`src/rtl/oled_send_arbiter.sv`:
```
// Round-robin arbiter that streams one requester's whole frame at a time
// onto the shared oledControl byte port (send_data/send_data_valid/send_done).
module oled_send_arbiter #(
    parameter int NUM_REQ = 2,
    parameter int MAX_LEN = 16,
    parameter int LEN_W   = 5
) (
    input  logic                     clock,
    input  logic                     reset_n,
    input  logic [NUM_REQ-1:0]       req,
    input  logic [NUM_REQ*LEN_W-1:0] req_len,
    input  logic [NUM_REQ*8-1:0]     req_data,
    output logic [NUM_REQ-1:0]       grant,
    output logic [LEN_W-1:0]         byte_idx,
    output logic [NUM_REQ-1:0]       req_done,
    output logic                     busy,
    output logic [7:0]               send_data,
    output logic                     send_data_valid,
    input  logic                     send_done
);

    localparam int               PTR_W     = (NUM_REQ > 1) ? $clog2(NUM_REQ) : 1;
    localparam logic [PTR_W-1:0] LAST_IDX  = PTR_W'(NUM_REQ - 1);
    localparam logic [LEN_W-1:0] MAX_LEN_V = LEN_W'(MAX_LEN);

    typedef enum logic [1:0] {IDLE, LOAD, WAIT, FIN} state_t;

    state_t             state, state_n;
    logic [PTR_W-1:0]   rr_ptr, rr_ptr_n;
    logic [PTR_W-1:0]   gidx, gidx_n;
    logic [PTR_W-1:0]   pick;
    logic [PTR_W:0]     cand;
    logic [LEN_W-1:0]   sel_len, clamp_len, byte_idx_n;
    logic [NUM_REQ-1:0] grant_n, req_done_n;
    logic               busy_n, valid_n;
    logic [7:0]         send_data_n;

    // Scan farthest-first so the set bit nearest to rr_ptr is the last to overwrite pick.
    always_comb begin
        pick = rr_ptr;
        cand = '0;
        for (int k = NUM_REQ - 1; k >= 0; k--) begin
            cand = {1'b0, rr_ptr} + (PTR_W+1)'(k);
            if (cand >= (PTR_W+1)'(NUM_REQ)) begin
                cand = cand - (PTR_W+1)'(NUM_REQ);
            end
            if (req[cand[PTR_W-1:0]]) begin
                pick = cand[PTR_W-1:0];
            end
        end
    end

    assign sel_len   = req_len[pick*LEN_W +: LEN_W];
    assign clamp_len = (sel_len > MAX_LEN_V) ? MAX_LEN_V : sel_len;

    always_comb begin
        state_n     = state;
        rr_ptr_n    = rr_ptr;
        gidx_n      = gidx;
        grant_n     = grant;
        byte_idx_n  = byte_idx;
        req_done_n  = '0;
        busy_n      = busy;
        send_data_n = send_data;
        valid_n     = send_data_valid;
        case (state)
            IDLE: begin
                if (|req) begin
                    gidx_n     = pick;
                    grant_n    = NUM_REQ'(1) << pick;
                    busy_n     = 1'b1;
                    byte_idx_n = (clamp_len == '0) ? '0 : clamp_len - 1'b1;
                    state_n    = (clamp_len == '0) ? FIN : LOAD;
                end
            end
            LOAD: begin
                // oledControl must have released done from the previous byte first.
                if (!send_done) begin
                    send_data_n = req_data[gidx*8 +: 8];
                    valid_n     = 1'b1;
                    state_n     = WAIT;
                end
            end
            WAIT: begin
                if (send_done) begin
                    valid_n = 1'b0;
                    if (byte_idx == '0) begin
                        state_n = FIN;
                    end else begin
                        byte_idx_n = byte_idx - 1'b1;
                        state_n    = LOAD;
                    end
                end
            end
            FIN: begin
                req_done_n = grant;
                rr_ptr_n   = (gidx == LAST_IDX) ? '0 : gidx + 1'b1;
                grant_n    = '0;
                busy_n     = 1'b0;
                state_n    = IDLE;
            end
            default: state_n = IDLE;
        endcase
    end

    always_ff @(posedge clock or negedge reset_n) begin
        if (!reset_n) begin
            state           <= IDLE;
            rr_ptr          <= '0;
            gidx            <= '0;
            grant           <= '0;
            byte_idx        <= '0;
            req_done        <= '0;
            busy            <= 1'b0;
            send_data       <= '0;
            send_data_valid <= 1'b0;
        end else begin
            state           <= state_n;
            rr_ptr          <= rr_ptr_n;
            gidx            <= gidx_n;
            grant           <= grant_n;
            byte_idx        <= byte_idx_n;
            req_done        <= req_done_n;
            busy            <= busy_n;
            send_data       <= send_data_n;
            send_data_valid <= valid_n;
        end
    end

endmodule

```
`config.mk`:
```
export PLATFORM = sky130hd
export DESIGN_NAME = oled_send_arbiter
export DESIGN_NICKNAME = d
export VERILOG_FILES = /design/src/rtl/oled_send_arbiter.sv
export SDC_FILE = /design/constraint.sdc
export NUM_CORES = 1
export LEC_CHECK = 0
export BUFFER_PORTS_ARGS = -buffer_cell sky130_fd_sc_hd__buf_4
export CAP_MARGIN = 20
export CORE_AREA = 5 5 55 76
export CTS_BUF_LIST = sky130_fd_sc_hd__clkbuf_16
export DETAILED_ROUTE_END_ITERATION = 8
export DIE_AREA = 0 0 60 81
export HOLD_SLACK_MARGIN = 0.08
export PLACE_DENSITY_LB_ADDON = 0.08
export SYNTH_ARGS = -nofsm -noshare
export SYNTH_HDL_FRONTEND = slang
export SYNTH_SLANG_ARGS = --single-unit
```
`constraint.sdc`:
```
create_clock -name clock -period 2.7 [get_ports clock]
set_input_delay 0.405 -clock clock [delete_from_list [all_inputs] [get_ports clock]]
set_output_delay 0.405 -clock clock [all_outputs]
set_load 0.01 [all_outputs]
```
== Word-level counts from Yosys, hierarchy flattened ==
Cells that the tools add are included.
Storage, ports and cells
  word-level logic and storage cells: 74
  register bits: 23
Operators by class
  equality and inequality tests: 7
  add/sub/neg operators: 6
  shift operators: 3
  order comparisons: 5
  multiply operators: 1
  bitwise gates (word level): 1
  muxes and demuxes: 29
  reduce and logical (&&, ||, !) cells: 13
Operators by type and width (number)
  5-bit two-way mux: 5
  16-bit by 5-bit variable part select with 8-bit output: 1
  2-bit two-way mux: 7
  1-bit two-way mux: 12
  5-bit zero test: 2
  5-bit case mux with 2 select lines: 1
  10-bit by 5-bit variable part select with 5-bit output: 1
  5-bit by 1-bit subtractor with 5-bit output, second input constant: 2
  2-bit != test, second input constant: 4
  2-bit case mux with 4 select lines: 1
  2-bit AND reduction: 3
  3-bit AND reduction: 2
  2-bit nonzero test: 3
  5-bit greater-than comparator, second input constant: 1
  2-bit equality test, second input constant: 2
  1-bit by 2-bit less-than comparator with 1-bit output, second input constant: 2
  1-bit by 3-bit multiplier with 4-bit output, second input constant: 1
  1-bit case mux with 2 select lines: 2
  2-bit case mux with 2 select lines: 1
  4-bit AND reduction: 1
  1-bit by 1-bit adder with 2-bit output, second input constant: 1
  2-bit by 1-bit equality test with 1-bit output, second input constant: 1
  1-bit by 2-bit >= comparator with 1-bit output, second input constant: 1
  2-bit >= comparator, second input constant: 1
  6 further kinds: 7

== Logic depth before layout (Yosys ltp) ==
  depth in word-level cells: 15
  depth in mapped cells: 8

== Worst setup path before layout ==
Ideal clock, no wire load.
  kind: input -> register
  start point: input port req[0]
  end point: register byte_idx[2]
  cell stages on the path: 8
  data required time: 2571 ps
  library setup time: 129 ps
  slack: 608 ps
  path buffers: 0
  data arrival time: 1963 ps
  cells stage by stage: inv_2 -> maj3_4 -> mux2i_1 -> nand2b_1 -> ha_1 -> a21o_1 -> a2111oi_2 -> nor2_1
On the way
  longest elaborated chain between the ends: 12
  elaborated cells on any way between the ends: 18
  classes of those cells: add/sub: 1; mul: 1; order compare: 1; eq/ne: 1; shift: 1; mux: 10; reduce/logical: 3
RTL lines
  start: declaration: line 10  | input logic [NUM_REQ-1:0] req,
  1-bit two-way mux (not written as such) (2 in a row): line 47  | if (req[cand[PTR_W-1:0]]) begin
  1-bit two-way mux (2 in a row): line 47
  1-bit by 3-bit multiplier with 4-bit output: line 53  | assign sel_len = req_len[pick*LEN_W +: LEN_W];
  10-bit by 5-bit variable part select with 5-bit output: line 53
  5-bit greater-than comparator: line 54  | assign clamp_len = (sel_len > MAX_LEN_V) ? MAX_LEN_V : sel_len;
  5-bit two-way mux: line 54
  5-bit by 1-bit subtractor with 5-bit output / 5-bit zero test (equally long branches): line 72  | byte_idx_n = (clamp_len == '0) ? '0 : clamp_len - 1'b1;
  5-bit two-way mux: line 72
  5-bit two-way mux: line 68  | if (|req) begin
  5-bit case mux with 2 select lines: line 66  | case (state)
  end signal: assignment: line 122  | byte_idx <= byte_idx_n;
  end: declaration: line 14  | output logic [LEN_W-1:0] byte_idx,
Several ways; a longest one is shown, not always the timed one. The select of a mux whose other input is x is not followed.
A chain may end at the register's enable or synchronous reset.

== Final worst setup path ==
  start point: register rr_ptr
  end point: register byte_idx[2]
On the way
  longest elaborated chain between the ends: 15
  elaborated cells on any way between the ends: 22
  classes of those cells: add/sub: 4; mul: 1; order compare: 3; shift: 1; mux: 12; reduce/logical: 1
RTL lines
  start: declaration: line 29  | logic [PTR_W-1:0] rr_ptr, rr_ptr_n;
  start signal: assignment: line 119  | rr_ptr <= rr_ptr_n;
  1-bit by 1-bit adder with 2-bit output: line 43  | cand = {1'b0, rr_ptr} + (PTR_W+1)'(k);
  2-bit >= comparator / 1-bit subtractor (equally long branches): line 44, 45
  1-bit two-way mux: line 44  | if (cand >= (PTR_W+1)'(NUM_REQ)) begin
  1-bit two-way mux (not written as such) (2 in a row): line 47
  1-bit two-way mux: line 47
  1-bit two-way mux (*): line 47
  1-bit by 3-bit multiplier with 4-bit output (*): line 53
  10-bit by 5-bit variable part select with 5-bit output (*): line 53
  5-bit greater-than comparator: line 54
  5-bit two-way mux (*): line 54
  5-bit by 1-bit subtractor with 5-bit output / 5-bit zero test (equally long branches): line 72
  5-bit two-way mux (*): line 72
  5-bit two-way mux (*): line 68
  5-bit case mux with 2 select lines (*): line 66
Mark *: on every way between the ends. The rest lies on a longest branch, timed or not. The select of a mux whose other input is x is not followed.

==> run metrics <==
status=completed; Final min period=2.26 ns; I/O pins=50; MaxCap Viol Count=0; vias in the first global route=1303; worst-path maximum fanout=6; critical path required time=2.84 ns; maximum vdd drop=648 µV; initial core utilization=0.387; crit path launch type=register; class of the worst hold path=input pin to register; grt ovf=0; placed cell count=229; maximum number of pins on one net before global-route repair=24; EDFF count, synth=0; Max clock buf depth=2; total power=1.94 mW; hold_sp=req[1]; CP endpoint kind=register; Worst-path clk slew=0.06 ns; Power per Cell Area=1070 nW/µm²; Yosys cell types=35; DR WL/cell=14.2 µm; Post-CTS Setup Bufs=0; Ys Warns=0; fraction of registers with async set/reset=1.00; RSZ-0062 raised after global routing=no; share of cells above drive strength 1=0.314; synthesis-to-finish area growth=38.5%; hold path depth=2; final setup margin=0.443 ns; Fmax=0.443 GHz; detailed-placement wirelength estimate=2630 µm; TritonCTS Buffers=3; H-tree levels=1; Root Buffer Master=clkbuf_16; clock skew=0.00140 ns; sequential fraction of the synthesis area=0.440; Setup CP Type=register to register; worst-margin pin slew=0.530 ns; full die area=4860 µm²; Post-Syn Area per Cell=9.09 µm²; synthesized instance count=144; FP Rows=25; leak pwr=0.872 nW; Core ar.=3380 µm²; Hold Crit Endpoint=gidx$_DFFE_PN0P_; fin. max-slew vios=0; routed wire length=3320 µm; Via density=5.31; total nets after synthesis=178; Setup TNS Final=0 ns; final std cells w/o fill=234; global-route wire length before repair=5680 µm; CP Launch Point=rr_ptr$_DFFE_PN0P_; fill count=313; gr usage total=0.150; Antenna Nets Post-Route=0; Initial DRC Count=41; GPL Wtd Cong=0.862; final net count=229; Final period util=0.836; n_diodes=0; Setup WS pre-CTS=0.327 ns; vias after detailed routing=1242; # DRC=0; relative slew slack=0.647; Hold WS=0.444 ns; final hold vios=0; Die Y=81 µm; Die W=60 µm; # setup viols final=0; DRT Pass-1 Iters=4; Most used DFF post-synth=dfrtp_1; start of the worst register-to-register path=rr_ptr$_DFFE_PN0P_; Port Buffers=49; Seq cells post-synth=23; clock latency on the worst-skew pair=0.25 ns; r2r setup slk=0.44 ns; mapped cell area=1310 µm²; Critical R2R Capture=byte_idx[2]$_DFFE_PN0P_; initial antenna violation count=0; # clock sinks=23; worst reg-to-reg path cell count=7; CTS tree=built; Critical Path AT=2.39 ns
cells by family after synthesis:
family | count (synthesis) | synth area share
multiplexers | 14 | 0.114
buffers and inverters | 12 | 0.0344
adder cells (fa/ha/maj) | 4 | 0.0392
AND/OR/NAND/NOR | 52 | 0.186
AO/OA/AOI/OAI | 39 | 0.186
flip-flops | 23 | 0.440
layer usage:
metal / track usage / vias up / part of all wire
met3: 0.0286 / 6 / 0.055
li1: - / 615 / -
met1: 0.171 / 583 / 0.39
met4: 0.0576 / 0 / 0.021
met2: 0.269 / 38 / 0.53
met5: 0 / - / 0
sequential cells by signal, summed over array words and instances (netlist names):
| register | cells |
|---|---|
| send_data_valid | 1 |
| busy | 1 |
| req_done | 2 |
| state | 2 |
| rr_ptr | 1 |
| grant | 2 |
| gidx | 1 |
| send_data | 8 |
| byte_idx | 5 |
Yosys cell counts, types with 3 or more instances:
cell type	number	share of area
nor3_1	6	0.023
ha_1	3	0.029
mux2i_1	12	0.092
a31oi_1	3	0.014
a21oi_1	15	0.057
a211oi_1	4	0.023
dfrtp_1	23	0.44
and3_1	3	0.014
o21ai_0	7	0.027
clkbuf_1	7	0.020
inv_1	4	0.011
nand2_1	9	0.026
nand3_1	3	0.011
nor2_1	21	0.060
worst max-delay path by stage:
stage                              end  slack [ns]  depth (start not counted)
5_1_grt        byte_idx[2]$_DFFE_PN0P_        0.22                          7
4_1_cts        byte_idx[2]$_DFFE_PN0P_        0.43                          7
2_1_floorplan  byte_idx[2]$_DFFE_PN0P_        0.61                          8
6_report       byte_idx[2]$_DFFE_PN0P_        0.44                          7
3_5_place_dp   byte_idx[2]$_DFFE_PN0P_        0.33                          9
3_3_place_gp   byte_idx[2]$_DFFE_PN0P_        0.42                          9
cell type report:
| class | instances | area (µm²) | area share |
|---|---|---|---|
| clock inverters | 1 | 5.00 | 0.00276 |
| well taps | 40 | 50.0 | 0.0276 |
| flip-flops and latches | 23 | 576 | 0.317 |
| clock buffers | 3 | 75.1 | 0.0414 |
| inverters | 5 | 18.8 | 0.0104 |
| multi-input cells | 109 | 688 | 0.380 |
| repair buffers | 53 | 400 | 0.221 |
critical path, cell delays in order, from the launching register on:
cell,delay [ns]
dfrtp_1,0.42
maj3_4,0.42
mux2i_1,0.31
nand2b_1,0.13
ha_1,0.26
a21o_1,0.19
a2111oi_2,0.33
nor2_1,0.08
stage by stage:
step / utilization / area (µm²)
floorplan: - / 1310
global placement: 0.510 / 1720
detailed placement: 0.510 / 1720
CTS: 0.537 / 1810
global route: 0.537 / 1810
finish: 0.537 / 1810
cells in the final DEF (no fill, tap or decap), types with 2 or more instances in the layout:
cell / instances
buf_4: 52
dfrtp_1: 23
nor2_1: 21
a21oi_1: 15
mux2i_1: 12
nand2_1: 9
o21ai_0: 7
nor3_1: 6
inv_1: 4
a211oi_1: 4
and3_1: 3
nand3_1: 3
a31oi_1: 3
ha_1: 3
clkbuf_16: 3
nand2b_1: 2
o22ai_1: 2
or3_1: 2
timing repair:
action                                  4_1_cts  5_1_grt
hold buffers                                  1        0
hold endpoints to repair                     23        0
gates resized for setup                       0        0
endpoints found under the setup margin        0        0
report_power, final:
group / leakage [nW] / internal (mW) / switching (mW) / total, mW
clock: 0.0409 / 0.199 / 0.122 / 0.321
combinational: 0.563 / 0.464 / 0.447 / 0.911
sequential: 0.268 / 0.502 / 0.205 / 0.707
Power figures use the tool's default switching activity.
